$ cat src/rtl/sync_frame_tx.sv
// Serial frame transmitter: sync word 1101, payload MSB-first, even parity, zero guard gap.
// Feeds the Moore 1101 sequence detector on the receive side.
module sync_frame_tx #(
  parameter int DATA_WIDTH   = 8,
  parameter int CLKS_PER_BIT = 1,
  parameter int GAP_BITS     = 2
) (
  input  logic                  clk,
  input  logic                  rst,
  input  logic [DATA_WIDTH-1:0] tx_data,
  input  logic                  tx_valid,
  output logic                  tx_ready,
  output logic                  o,
  output logic                  busy,
  output logic                  frame_done
);

  localparam int TW = (CLKS_PER_BIT > 1) ? $clog2(CLKS_PER_BIT) : 1;
  localparam int BW = $clog2(DATA_WIDTH);
  localparam int GW = (GAP_BITS > 1) ? $clog2(GAP_BITS) : 1;

  localparam logic [TW-1:0] T_LAST = TW'(CLKS_PER_BIT - 1);
  localparam logic [TW-1:0] T_PRE  = TW'((CLKS_PER_BIT > 1) ? CLKS_PER_BIT - 2 : 0);
  localparam logic [BW-1:0] B_LAST = BW'(DATA_WIDTH - 1);
  localparam logic [GW-1:0] G_LAST = GW'(GAP_BITS - 1);
  localparam logic [3:0]    SYNC_WORD = 4'b1101;

  typedef enum logic [2:0] {
    IDLE   = 3'd0,
    SYNC   = 3'd1,
    DATA   = 3'd2,
    PARITY = 3'd3,
    GAP    = 3'd4
  } state_t;

  state_t                  state;
  logic [TW-1:0]           timer;
  logic [1:0]              sync_idx;
  logic [BW-1:0]           bit_cnt;
  logic [GW-1:0]           gap_cnt;
  logic [DATA_WIDTH-1:0]   shreg;
  logic                    parity;
  logic                    bit_end;

  assign bit_end  = (timer == T_LAST);
  assign tx_ready = (state == IDLE);

  // o always carries the bit for the *next* cycle, so each state loads the
  // following bit at its boundary and the line needs no output decode.
  always_ff @(posedge clk) begin
    if (rst) begin
      state      <= IDLE;
      timer      <= '0;
      sync_idx   <= '0;
      bit_cnt    <= '0;
      gap_cnt    <= '0;
      shreg      <= '0;
      parity     <= 1'b0;
      o          <= 1'b0;
      busy       <= 1'b0;
      frame_done <= 1'b0;
    end else begin
      // NOTE: all state here uses non-blocking assignment so every branch
      // sees the pre-edge values of timer/counters regardless of order.
      frame_done <= 1'b0;
      if (state != IDLE) begin
        timer <= bit_end ? '0 : timer + TW'(1);
      end

      case (state)
        IDLE: begin
          o    <= 1'b0;
          busy <= 1'b0;
          if (tx_valid) begin
            shreg    <= tx_data;
            parity   <= ^tx_data;
            state    <= SYNC;
            timer    <= '0;
            sync_idx <= '0;
            o        <= SYNC_WORD[3];
            busy     <= 1'b1;
          end
        end

        SYNC: begin
          if (bit_end) begin
            if (sync_idx == 2'd3) begin
              state   <= DATA;
              bit_cnt <= '0;
              o       <= shreg[DATA_WIDTH-1];
            end else begin
              sync_idx <= sync_idx + 2'd1;
              o        <= SYNC_WORD[2'd2 - sync_idx];
            end
          end
        end

        DATA: begin
          if (bit_end) begin
            if (bit_cnt == B_LAST) begin
              state <= PARITY;
              o     <= parity;
            end else begin
              bit_cnt <= bit_cnt + BW'(1);
              shreg   <= shreg << 1;
              o       <= shreg[DATA_WIDTH-2];
            end
          end
        end

        PARITY: begin
          if (bit_end) begin
            state      <= GAP;
            gap_cnt    <= '0;
            o          <= 1'b0;
            frame_done <= (GAP_BITS == 1) && (CLKS_PER_BIT == 1);
          end
        end

        GAP: begin
          // frame_done is raised one edge early so the registered pulse lands
          // on the final cycle of the last gap bit.
          if (bit_end) begin
            if (gap_cnt == G_LAST) begin
              state   <= IDLE;
              gap_cnt <= '0;
              busy    <= 1'b0;
            end else begin
              gap_cnt    <= gap_cnt + GW'(1);
              frame_done <= (gap_cnt + GW'(1) == G_LAST) && (CLKS_PER_BIT == 1);
            end
          end else begin
            frame_done <= (gap_cnt == G_LAST) && (timer == T_PRE);
          end
        end

        default: begin
          state <= IDLE;
          timer <= '0;
          o     <= 1'b0;
          busy  <= 1'b0;
        end
      endcase
    end
  end

endmodule

$ cat config.mk
export PLATFORM = sky130hd
export DESIGN_NAME = sync_frame_tx
export DESIGN_NICKNAME = d
export VERILOG_FILES = /design/src/rtl/sync_frame_tx.sv
export SDC_FILE = /design/constraint.sdc
export NUM_CORES = 1
export LEC_CHECK = 0
export BUFFER_PORTS_ARGS = -buffer_cell sky130_fd_sc_hd__buf_4
export CORE_UTILIZATION = 40
export CTS_CLUSTER_DIAMETER = 100
export CTS_CLUSTER_SIZE = 24
export DETAILED_ROUTE_END_ITERATION = 10
export GPL_ROUTABILITY_DRIVEN = 0
export GPL_TIMING_DRIVEN = 1
export HOLD_SLACK_MARGIN = 0.12
export PLACE_DENSITY = 0.59
export SLEW_MARGIN = 10
export SYNTH_ARGS = -nofsm -noshare
export SYNTH_HDL_FRONTEND = slang
export SYNTH_SLANG_ARGS = --single-unit
$ cat constraint.sdc
create_clock -name clk -period 2.23 [get_ports clk]
set_clock_uncertainty 0.2 [all_clocks]
set_input_delay 0.1115 -clock clk [delete_from_list [all_inputs] [get_ports clk]]
set_output_delay 0.1115 -clock clk [all_outputs]
set_load 0.05 [all_outputs]
---- Yosys cells after proc, flatten, opt, wreduce, memory -nomap -nowiden ----
Index checks and enable logic that the tools add are counted.
storage, ports and cells
  flip-flop bits (word level) ............. 22
  input port bits ......................... 11
  output and inout port bits .............. 4
  word-level logic and storage cells ...... 96
operators by class
  $add $sub $neg .......................... 5
  magnitude comparators ................... 1
  eq/ne operators ......................... 16
  multiplexer cells ....................... 42
  bitwise logic cells ..................... 3
  reductions and logical operators ........ 19
operators with widths
  kind                                                 count
  2-to-1 mux 3 bit                                     12
  2-to-1 mux 8 bit                                     3
  != test 2 bit (second input constant)                10
  one-hot mux 8 bit (2 select lines)                   1
  2-to-1 mux 1 bit                                     15
  one-hot mux 3 bit (5 select lines)                   1
  AND reduction 4 bit                                  3
  AND reduction 8 bit                                  1
  nonzero test 2 bit                                   4
  parity 8 bit                                         1
  == test 3 x 2 -> 1 bit (second input constant)       2
  == test 3 bit (second input constant)                2
  2-to-1 mux 2 bit                                     3
  one-hot mux 3 bit (2 select lines)                   1
  AND reduction 3 bit                                  2
  one-hot mux 1 bit (5 select lines)                   1
  AND reduction 5 bit                                  1
  one-hot mux 1 bit (2 select lines)                   2
  one-hot mux 2 bit (2 select lines)                   1
  OR reduction 4 bit                                   1
  adder 3 x 1 -> 3 bit (second input constant)         1
  == test 3 x 1 -> 1 bit (second input constant)       1
  zero test 3 bit                                      1
  < comparator 2 x 3 -> 1 bit (second input constant)  1
  12 further kinds                                     15

---- Logic depth before layout (Yosys ltp) ----
Gate-level depths: netlist of run 1.
  word-level depth ........................ 6
  depth in mapped cells ................... 7
  mapped depth without buffers ............ 6

---- Least setup slack after synthesis of run 1 ----
OpenSTA, ideal clock, no wires.
  path type ............................... register to register
  start point ............................. register state[0]
  end point ............................... register parity
  library setup time ...................... 87 ps
  arrival ................................. 1,607 ps
  data required time ...................... 1,943 ps
  path slack .............................. 336 ps
  cell stages (with the launch flop) ...... 5
  buffers on the path ..................... 0
  clock period less this slack ............ 1,894 ps
  cell sequence ........................... dfxtp_1 -> nor3_2 -> and2_2 -> nor2_1 -> a211oi_1
on the way
  word-level cells in the longest chain between the ends .. 2
ends and longest elaborated chain
  what                           RTL line  source
  start: declaration             36        state_t state;
  start signal: assignment       52        state <= IDLE;
  start signal: assignment       77        state <= SYNC;
  start signal: assignment       88        state <= DATA;
  zero test 3 bit                --
  named net tx_ready             12        output logic tx_ready,
  AND reduction 2 bit (no line)  --
  end signal: assignment         76        parity <= ^tx_data;
  end: declaration               42        logic parity;
The timed path passes the listed nets, and every way through them passes these cells.
A chain may end at the register's enable or synchronous reset.

---- Worst setup path after layout of run 1 ----
  start point ............................. register bit_cnt[0]
  end point ............................... register shreg[4]
on the way
  word-level cells in the longest chain between the ends .. 3
ends and longest elaborated chain
  what                           RTL line  source
  start: declaration             39        logic [BW-1:0] bit_cnt;
  start signal: assignment       104       bit_cnt <= bit_cnt + BW'(1);
  == test 3 bit                  100       if (bit_cnt == B_LAST) begin
  != test 2 bit (no line)        --
  AND reduction 4 bit (no line)  --
  end signal: assignment         75        shreg <= tx_data;
  end signal: assignment         105       shreg <= shreg << 1;
  end: declaration               41        logic [DATA_WIDTH-1:0] shreg;
Every way passes these cells.

==> reports/qor.yml, run 1 <==
drive_above_1_share_pct: 29.6
r2r_cells: 6
yosysMostFrequentCell: "dfxtp_1"
drt-initial-drc-count: 33
post-cts-setup-buffers: 0
critPathLaunchType: "flip-flop"
cts.repair.resized: 0
antenna_found_initial: 0
synth_edf_count: 0
power_frac_seq_pct: 53.5
placed_cells: 191
wl_um: 2470
ys.flop_type: "dfxtp_1"
critical_path_buf_inv_count: 0
slew_headroom_pct: 60.4
clockPowerShare_pct: 27.0
rsz0062_at_grt: "false"
fillCellCount: 314
fin_tns_setup_ps: 0
path_clk_slew_ps: 120
tritoncts: "built"
worstSetupPathDepth: 6
grt_pass1_wl_um: 4400
cp.arrival_ps: 1950
holdPathStages: 1
grt_usage_pct: 16.6
place_hpwl_um: 1790
firstDrtPassIters: 4
clk_latency_ps: 300
p_int_w: 0.000590
layout.nets: 178
clock_sinks: 22
synth.top_cell.area_share_pct: 33.6
synth_top_family_by_area: "simple AND/OR/NAND/NOR gates"
setup-violations-final: 0
maxCapViolCount: 0
core_sq_um: 3080
ys.warnings.count: 0
grt_pass1_vias: 1013
power_frac_comb_pct: 19.5
critical_path_class: "reg -> reg"
status: "complete, no violations"
ys_types: 40
critPathMostFrequentCell: "ha_1"
cts_root_buffer: "clkbuf_4"
switching_power_w: 0.000212
yosysTopAreaCell: "dfxtp_1"
grt_max_degree: 22
power_density_nw_per_um2: 512
synthXorXnorAreaFrac_pct: 4.68
synthAdderAreaFrac_pct: 4.58
vias_per_cell: 4.97
floorplan.initialDensity_pct: 42.6
cp_data_required_time_ps: 2260
ys_seq_area_share_pct: 33.6
avgSynthCellArea_sq_um: 9.43
worstHoldPathType: "reg -> reg"
synth_mux_area_share_pct: 9.16
die_width_um: 59.3
max_stage_delay_ps: 370
syn_to_final_growth_pct: 19.5
yosys-top-cells-area: "dfxtp_1 34%, mux2i_1 9.2%, a211oi_2 6.7%"
crit_fanout: 15
maxSlewViolCount: 0
cp_cell_sequence: "ha_1 -> ha_1 -> nor3b_2 -> o21a_2 -> nor2_1 -> a211oi_2"
whs_ps: 289
critPathCaptureType: "flip-flop"
vdd_drop_max_mv: 0.244
async_flop_share_pct: 0
synthSimpleGateAreaFrac_pct: 26.0
clockBufferDepth: 2
ioPinCount: 15
insertedDiodeCount: 0
ys_seq_elements: 22
synth_compound_area_share_pct: 16.4
postCtsHoldBufs: 11
period_minus_slack_ps: 1910
p_leak_nw: 0.593
tightestPinTransition_ps: 593
drc: 0
dieArea_sq_um: 3510
netlist_area_sq_um: 1310
yosys-top-cells-count: "22 x dfxtp_1, 20 x nor2_1, 12 x mux2i_1"
cp_top_family: "compound AO/OA/AOI/OAI gates"
gr-total-overflow: 0
multi_input_area_sq_um: 797
p_sw_share_pct: 26.4
routedWlPerCell_um: 12.0
cp_slowest_cell: "o21a_2"
port_buffers: 14
ant_nets: 0
fmax_mhz: 523
cts_made_buffers: 3
rows: 20
hold_viol_final: 0
h-tree-depth: 1
fin_cells: 206
vias: 1024
period_share_pct: 85.8
die_height_um: 59.3
synth_nets: 154
synth_cells: 139
seq_area_sq_um: 440
kinds of logic after synthesis:
logic type | after synthesis
XOR/XNOR | 7
AO/OA/AOI/OAI | 25
adder cells (fa/ha/maj) | 5
flip-flops | 22
multiplexers | 12
AND/OR/NAND/NOR | 58
buffers and inverters | 10
sequential cells by signal, summed over array words and instances, names as in the netlist:
register / count
bit_cnt: 3
busy: 1
frame_done: 1
gap_cnt: 1
o: 1
parity: 1
shreg: 8
state: 3
sync_idx: 2
timer: 1
cell type report:
type | instances | area share, %
clock buffers | 4 | 2.32
inverters | 2 | 0.479
multi-input cells | 107 | 50.9
flip-flops and latches | 22 | 28.1
well taps | 44 | 3.51
repair buffers | 27 | 14.7
power by group through the flow:
stage | Clock [W] | Sequential (W) | Combinational [W]
global placement | 0 | 0.000438 | 0.000141
detailed placement | 0 | 0.000438 | 0.000144
global route | 0.000251 | 0.000432 | 0.000172
floorplan | 0 | 0.000441 | 0.000106
CTS | 0.000228 | 0.000429 | 0.000158
finish | 0.000216 | 0.000429 | 0.000157
per-layer routing:
metal	track usage [%]	share of wire (%)	vias up
li1	-	-	531
met1	20.4	47	478
met2	28.9	50	13
met3	2.62	2.4	2
met4	6.12	0.77	0
met5	0	0	-
stage by stage:
| step | worst slack [ps] | area, sq um | power (W) | utilization [%] |
|---|---|---|---|---|
| after floorplan | 336 | 1310 | 0.000547 | - |
| after global placement | 391 | 1420 | 0.000578 | 46.1 |
| after detailed placement | 327 | 1420 | 0.000582 | 46.1 |
| after CTS | 298 | 1570 | 0.000816 | 50.9 |
| after global routing | 176 | 1570 | 0.000856 | 50.9 |
| final | 316 | 1570 | 0.000801 | 50.9 |
cell usage in the layout, fill, tap and decap left out, types with 2 or more instances in the layout:
master / count
or3b_1: 2
ha_1: 4
nor3_1: 3
a211oi_1: 2
xnor2_1: 7
inv_1: 2
a211oi_2: 7
nor2_2: 5
a21oi_1: 3
nor3b_2: 4
nor2b_1: 3
dfxtp_1: 22
a22oi_1: 2
o21ai_0: 2
buf_4: 16
nor3_2: 2
clkbuf_4: 3
mux2i_1: 12
a21oi_2: 2
nand2b_1: 3
dlygate4sd3_1: 11
nand2_1: 8
o21ai_1: 2
nor2_1: 20
worst paths after layout:
kind	start	endpoint	slack, ps
worst max-delay path	bit_cnt[0]$_SDFFE_PP0P_	shreg[4]$_SDFFE_PP0P_	320
worst min-delay path	gap_cnt$_SDFFE_PP0P_	frame_done$_SDFF_PP0_	290
worst max register to register	bit_cnt[0]$_SDFFE_PP0P_	shreg[4]$_SDFFE_PP0P_	320
worst min register to register	gap_cnt$_SDFFE_PP0P_	frame_done$_SDFF_PP0_	290
Power figures use the tool's default switching activity.
==> run 2, diff against run 1 <==
--- a/config.mk
+++ b/config.mk
@@ -14,6 +14,7 @@
 export GPL_TIMING_DRIVEN = 1
 export HOLD_SLACK_MARGIN = 0.12
 export PLACE_DENSITY = 0.59
+export RECOVER_POWER = 50
 export SLEW_MARGIN = 10
 export SYNTH_ARGS = -nofsm -noshare
 export SYNTH_HDL_FRONTEND = slang
==> run 2 against run 1 <==
Net effect:
- final area shrank 1.7%
- critical path type unchanged
- die area unchanged
- critical path depth stayed put
- register-to-register slack is essentially flat
- largest cell class unchanged
- fmax is 0.56% higher
- routed wire length increased by 0.77%
- non-clock buffer count is the same
- clock power barely moved
==> reports/qor.yml, run 2 (synthesized netlist as in run 1, its figures left out) <==
status: "complete, no violations"  # unchanged
tightestPinTransition_ps: 597  # was 593 ps
core_sq_um: 3080  # unchanged
maxSlewViolCount: 0  # unchanged
wl_um: 2490  # was 2470 um
switching_power_w: 0.000211  # was 0.000212 W
cts.repair.resized: 0  # unchanged
drive_above_1_share_pct: 25.9  # was 29.6%
port_buffers: 14  # unchanged
cp_cell_sequence: "ha_1 -> ha_1 -> nor3b_2 -> o21a_2 -> nor2_1 -> a211oi_2"  # unchanged
cts_made_buffers: 3  # unchanged
vias: 1025  # was 1,024
fmax_mhz: 525  # was 523 MHz
power_density_nw_per_um2: 517  # was 512 nW/um^2
dieArea_sq_um: 3510  # unchanged
cp.arrival_ps: 1940  # was 1950 ps
seq_area_sq_um: 440  # unchanged
busiest_layer: "met2"  # unchanged
critical_path_buf_inv_count: 0  # unchanged
worstHoldPathType: "reg -> reg"  # unchanged
cp_top_family: "compound AO/OA/AOI/OAI gates"  # unchanged
drt-initial-drc-count: 34  # was 33
met1_usage_pct: 20.4  # unchanged
clock_sinks: 22  # unchanged
layout_commonest_cell: "dfxtp_1"  # unchanged
multi_input_area_sq_um: 785  # was 797 sq um
ioPinCount: 15  # unchanged
critPathMostFrequentCell: "ha_1"  # unchanged
clockPowerShare_pct: 27.1  # was 27.0%
rsz0062_at_grt: "false"  # unchanged
period_share_pct: 85.3  # was 85.8%
clk_latency_ps: 300  # about the same
dpl-instance-area_sq_um: 1420  # unchanged
cts_root_buffer: "clkbuf_4"  # unchanged
hold_viol_final: 0  # unchanged
p_int_w: 0.000586  # was 0.000590 W
layout.nets: 178  # unchanged
rows: 20  # unchanged
fin_area_sq_um: 1540  # was 1570 sq um
syn_to_final_growth_pct: 17.5  # was 19.5%
largest_reg_flops: 8  # unchanged
path_clk_slew_ps: 120  # about the same
gr-total-overflow: 0  # unchanged
h-tree-depth: 1  # unchanged
critPathLaunchType: "flip-flop"  # unchanged
drc: 0  # unchanged
firstDrtPassIters: 4  # unchanged
fin_tns_setup_ps: 0  # unchanged
cp_slowest_cell: "o21a_2"  # unchanged
antenna_found_initial: 0  # unchanged
use_met2_pct: 28.9  # unchanged
layout_common_cells: "22 x dfxtp_1, 21 x nor2_1, 12 x mux2i_1, 12 x buf_4, 11 x dlygate4sd3_1"  # was 22 x dfxtp_1, 20 x nor2_1, 16 x buf_4
place_hpwl_um: 1790  # unchanged
power_frac_comb_pct: 19.2  # was 19.5%
p_sw_share_pct: 26.5  # was 26.4%
critical_path_class: "reg -> reg"  # unchanged
vias_per_cell: 4.98  # was 4.97
grt_pass1_wl_um: 4400  # unchanged
tritoncts: "built"  # unchanged
insertedDiodeCount: 0  # unchanged
critPathCaptureType: "flip-flop"  # unchanged
grt_usage_pct: 16.6  # unchanged
routedWlPerCell_um: 12.1  # was 12.0 um
fillCellCount: 319  # was 314
floorplan.initialDensity_pct: 42.6  # unchanged
grt.met3_usage_pct: 2.62  # unchanged
slew_headroom_pct: 60.3  # was 60.4%
crit_fanout: 15  # unchanged
postCtsHoldBufs: 11  # unchanged
power_frac_seq_pct: 53.7  # was 53.5%
setup-violations-final: 0  # unchanged
p_leak_nw: 0.576  # was 0.593 nW
maxCapViolCount: 0  # unchanged
clockBufferDepth: 2  # unchanged
vdd_drop_max_mv: 0.244  # about the same
grt_max_degree: 22  # unchanged
period_minus_slack_ps: 1900  # was 1910 ps
regMostFlops: "shreg"  # unchanged
post-cts-setup-buffers: 0  # unchanged
max_stage_delay_ps: 370  # about the same
die_height_um: 59.3  # unchanged
die_width_um: 59.3  # unchanged
grt_pass1_vias: 1013  # unchanged
reg_top3: "shreg: 8 flops, bit_cnt: 3 flops, state: 3 flops"  # unchanged
cp_data_required_time_ps: 2260  # about the same
ant_nets: 0  # unchanged
==> run 2: cell types whose count changed in the layout (fill, tap and decap cells not counted), moves of 2 or more <==
cell / previous run / this run
nor3_1: 3 / 5
buf_4: 16 / 12
nor3_2: 2 / 0
clkbuf_1: 0 / 3
==> run 2: final timing paths <==
check,slack (ps),start,end,cells past startpoint
max,330,bit_cnt[0]$_SDFFE_PP0P_,shreg[4]$_SDFFE_PP0P_,6
min,290,busy$_SDFFE_PP0P_,busy$_SDFFE_PP0P_,2
max reg2reg,330,bit_cnt[0]$_SDFFE_PP0P_,shreg[4]$_SDFFE_PP0P_,6
min reg2reg,290,busy$_SDFFE_PP0P_,busy$_SDFFE_PP0P_,2
==> run 2: metal layers <==
| metal | vias up | wire (um) |
|---|---|---|
| li1 | 531 | - |
| met1 | 479 | 1170 |
| met2 | 13 | 1240 |
| met3 | 2 | 63 |
| met4 | 0 | 19 |
| met5 | - | 0 |
==> run 2: metrics by stage <==
stage / utilization (%) / total power (W) / cells / setup slack, ps / hold slack [ps]
global placement: 46.1 / 0.000578 / 191 / 391 / 114
global route: 50.0 / 0.000851 / 206 / 185 / 322
finish: 50.0 / 0.000797 / 206 / 327 / 286
detailed placement: 46.1 / 0.000582 / 191 / 327 / 118
floorplan: - / 0.000547 / 139 / 336 / -11.9
CTS: 50.9 / 0.000816 / 206 / 298 / 293
==> run 2: worst register-to-register path, delay by kind of cell (launching register included) <==
| family | cells | cell delay, ps |
|---|---|---|
| fa+ha+maj | 2 | 460 |
| flops | 1 | 340 |
| compound gates | 2 | 570 |
| simple gates | 2 | 270 |
==> run 2: power groups by stage <==
stage | Clock [W] | Combinational, W | Sequential (W)
2_1_floorplan | 0 | 0.000106 | 0.000441
3_3_place_gp | 0 | 0.000141 | 0.000438
3_5_place_dp | 0 | 0.000144 | 0.000438
4_1_cts | 0.000228 | 0.000158 | 0.000429
5_1_grt | 0.000251 | 0.000168 | 0.000432
6_report | 0.000216 | 0.000153 | 0.000428
==> run 2: area by class of cell <==
cell class | count | area share (%)
timing repair buffer | 27 | 14.1
sequential | 22 | 28.6
inverter | 2 | 0.487
tap | 44 | 3.57
multi-input combinational | 107 | 50.9
clock buffer | 4 | 2.36
==> run 3, diff against run 2 <==
==> constraint.sdc (replaced) <==
create_clock -name clk -period 2 [get_ports clk]
set_clock_uncertainty 0.2 [all_clocks]
set_input_delay 0.1 -clock clk [delete_from_list [all_inputs] [get_ports clk]]
set_output_delay 0.1 -clock clk [all_outputs]
set_load 0.05 [all_outputs]
==> run 3 against run 2 <==
Net effect:
- combinational power is 16% higher
- final area is 1.9% higher
- sequential power is 11% higher
- via count is 1.6% lower
- sequential share of layout area is 0.52 points lower
- flip-flop and latch count stayed put
- utilization is 0.93 points higher
- die area stayed put
- first-iteration DRC count is 21% lower
- worst hold slack hardly changed
- clock power is 14% higher
- highest routed layer unchanged
==> reports/qor.yml, run 3 (synthesized netlist as in run 1, its figures left out) <==
status: "complete, no violations"  # unchanged
drt-initial-drc-count: 27  # was 34
syn_to_final_growth_pct: 19.7  # was 17.5%
firstDrtPassIters: 3  # was 4
rows: 20  # unchanged
die_width_um: 59.3  # unchanged
r2r_cells: 6  # unchanged
layout.nets: 181  # was 178
dieArea_sq_um: 3510  # unchanged
core_sq_um: 3080  # unchanged
hold_viol_final: 0  # unchanged
fmax_mhz: 547  # was 525 MHz
fin_area_sq_um: 1570  # was 1540 sq um
die_height_um: 59.3  # unchanged
largest_reg_flops: 8  # unchanged
layout_commonest_cell: "dfxtp_1"  # unchanged
layout_common_cells: "22 x dfxtp_1, 20 x nor2_1, 14 x buf_4"  # was 22 x dfxtp_1, 21 x nor2_1, 12 x mux2i_1, 12 x buf_4, 11 x dlygate4sd3_1
clock_sinks: 22  # unchanged
power_density_nw_per_um2: 573  # was 517 nW/um^2
wl_um: 2440  # was 2490 um
ant_nets: 0  # unchanged
p_int_w: 0.000657  # was 0.000586 W
grt_usage_pct: 15.7  # was 16.6%
power_frac_comb_pct: 19.7  # was 19.2%
cts_made_buffers: 3  # unchanged
reg2reg_slack_ps: 170  # was 330 ps
p_leak_nw: 0.590  # was 0.576 nW
fin_tns_setup_ps: 0  # unchanged
critPathCaptureType: "flip-flop"  # unchanged
drc: 0  # unchanged
reg2reg_from: "bit_cnt[0]$_SDFFE_PP0P_"  # unchanged
drive_above_1_share_pct: 27.3  # was 25.9%
gr-total-overflow: 0  # unchanged
maxCapViolCount: 0  # unchanged
max_stage_delay_ps: 340  # was 370 ps
design_power_total_w: 0.000899  # was 0.000797 W
cp_cell_sequence: "ha_1 -> ha_1 -> nor3b_2 -> o21a_4 -> nor2_1 -> a211oi_2"  # was ha_1 -> ha_1 -> nor3b_2 -> o21a_2 -> nor2_1 -> a211oi_2
worstSetupPathDepth: 6  # unchanged
critPathMostFrequentCell: "ha_1"  # unchanged
rsz0062_at_grt: "false"  # unchanged
cp_top_family: "compound AO/OA/AOI/OAI gates"  # unchanged
reg_top3: "shreg: 8 flops, bit_cnt: 3 flops, state: 3 flops"  # unchanged
switching_power_w: 0.000241  # was 0.000211 W
p_sw_share_pct: 26.9  # was 26.5%
path_clk_slew_ps: 130  # was 120 ps
ioPinCount: 15  # unchanged
multi_input_area_sq_um: 795  # was 785 sq um
insertedDiodeCount: 0  # unchanged
grt_pass1_wl_um: 4130  # was 4400 um
seq_area_sq_um: 440  # unchanged
vdd_drop_max_mv: 0.320  # was 0.244 mV
clockBufferDepth: 2  # unchanged
maxSlewViolCount: 0  # unchanged
tritoncts: "built"  # unchanged
port_buffers: 14  # unchanged
vias_per_cell: 4.83  # was 4.98
post-cts-setup-buffers: 0  # unchanged
floorplan.initialDensity_pct: 42.6  # unchanged
cp_data_required_time_ps: 2040  # was 2260 ps
critPathLaunchType: "flip-flop"  # unchanged
period_share_pct: 91.4  # was 85.3%
period_minus_slack_ps: 1830  # was 1900 ps
clockPowerShare_pct: 27.3  # was 27.1%
place_hpwl_um: 1760  # was 1790 um
crit_fanout: 15  # unchanged
critical_path_buf_inv_count: 0  # unchanged
grt_pass1_vias: 951  # was 1,013
clk_latency_ps: 300  # about the same
fillCellCount: 307  # was 319
regMostFlops: "shreg"  # unchanged
cts_root_buffer: "clkbuf_4"  # unchanged
antenna_found_initial: 0  # unchanged
grt_max_degree: 22  # unchanged
cp_slowest_cell: "dfxtp_1"  # was o21a_2
worstHoldPathType: "reg -> reg"  # unchanged
crit_start: "bit_cnt[0]$_SDFFE_PP0P_"  # unchanged
dpl-instance-area_sq_um: 1440  # was 1420 sq um
h-tree-depth: 1  # unchanged
power_frac_seq_pct: 52.9  # was 53.7%
endpoint: "shreg[6]$_SDFFE_PP0P_"  # was shreg[4]$_SDFFE_PP0P_
routedWlPerCell_um: 11.7  # was 12.1 um
cp.arrival_ps: 1870  # was 1940 ps
vias: 1009  # was 1,025
tightestPinTransition_ps: 598  # was 597 ps
setup-violations-final: 0  # unchanged
slew_headroom_pct: 60.3  # about the same
critical_path_class: "reg -> reg"  # unchanged
r2r_end: "shreg[6]$_SDFFE_PP0P_"  # was shreg[4]$_SDFFE_PP0P_
run 3: changes by cell type in the layout (fill, tap and decap cells not counted):
cell and change:
o21a_2 -1, nor3_2 +1, o21ai_0 +1, buf_4 +2, o21ai_2 -1, nor2_2 +1, o21a_4 +1, nor2_1 -1
clkbuf_1 +1, nor3_1 -1
run 3: power groups by stage:
stage / registers (W) / clock network [W] / logic [W]
floorplan: 0.000492 / 0 / 0.000118
global placement: 0.000486 / 0 / 0.000163
detailed placement: 0.000486 / 0 / 0.000167
CTS: 0.000476 / 0.000258 / 0.000183
global route: 0.000478 / 0.000282 / 0.000196
finish: 0.000476 / 0.000246 / 0.000177
run 3: layout make-up:
| class | instances | share of cell area (%) |
|---|---|---|
| flip-flops and latches | 22 | 28.1 |
| clock buffers | 4 | 2.31 |
| repair buffers | 30 | 15.0 |
| well taps | 44 | 3.51 |
| multi-input cells | 107 | 50.6 |
| inverters | 2 | 0.478 |
run 3: how the worst min path moves through the flow:
stage | cells after the start | to | slack (ps) | startpoint
after CTS | 2 | shreg[0]$_SDFFE_PP0P_ | 290 | shreg[0]$_SDFFE_PP0P_
final | 2 | shreg[0]$_SDFFE_PP0P_ | 290 | shreg[0]$_SDFFE_PP0P_
after global placement | 2 | timer$_SDFF_PP0_ | 100 | tx_valid
after detailed placement | 2 | timer$_SDFF_PP0_ | 100 | tx_valid
after floorplan | 1 | timer$_SDFF_PP0_ | -20 | tx_valid
after global routing | 2 | shreg[0]$_SDFFE_PP0P_ | 300 | shreg[0]$_SDFFE_PP0P_
run 3: per-layer routing:
layer / track usage [%] / part of all wire (%) / vias up
met5: 0 / 0 / -
met4: 6.12 / 0.78 / 0
met3: 1.97 / 2.2 / 2
met2: 27.4 / 49 / 11
met1: 19.4 / 48 / 458
li1: - / - / 538
run 3: worst register-to-register path, delay by kind of cell (launching register included):
family	cells	cell delay, ps
AOI/OAI and AO/OA	2	470
adders and majority gates	2	460
DFF	1	340
and+or+nand+nor	2	290
run 3: what timing repair did:
| item | in CTS | in global routing |
|---|---|---|
| gates resized for setup | 0 | 1 |
| endpoints found under the setup margin | 0 | 2 |
| hold buffers | 11 | 0 |
| hold endpoints to repair | 22 | 0 |
run 3: per-stage QoR:
stage	hold slack, ps	cells	utilization [%]	worst slack, ps
6_report	286	209	51.0	171
5_1_grt	305	209	51.0	39.9
4_1_cts	290	209	51.6	66.5
3_5_place_dp	100	194	46.9	84.2
3_3_place_gp	103	194	46.9	165
2_1_floorplan	-23.4	139	-	106
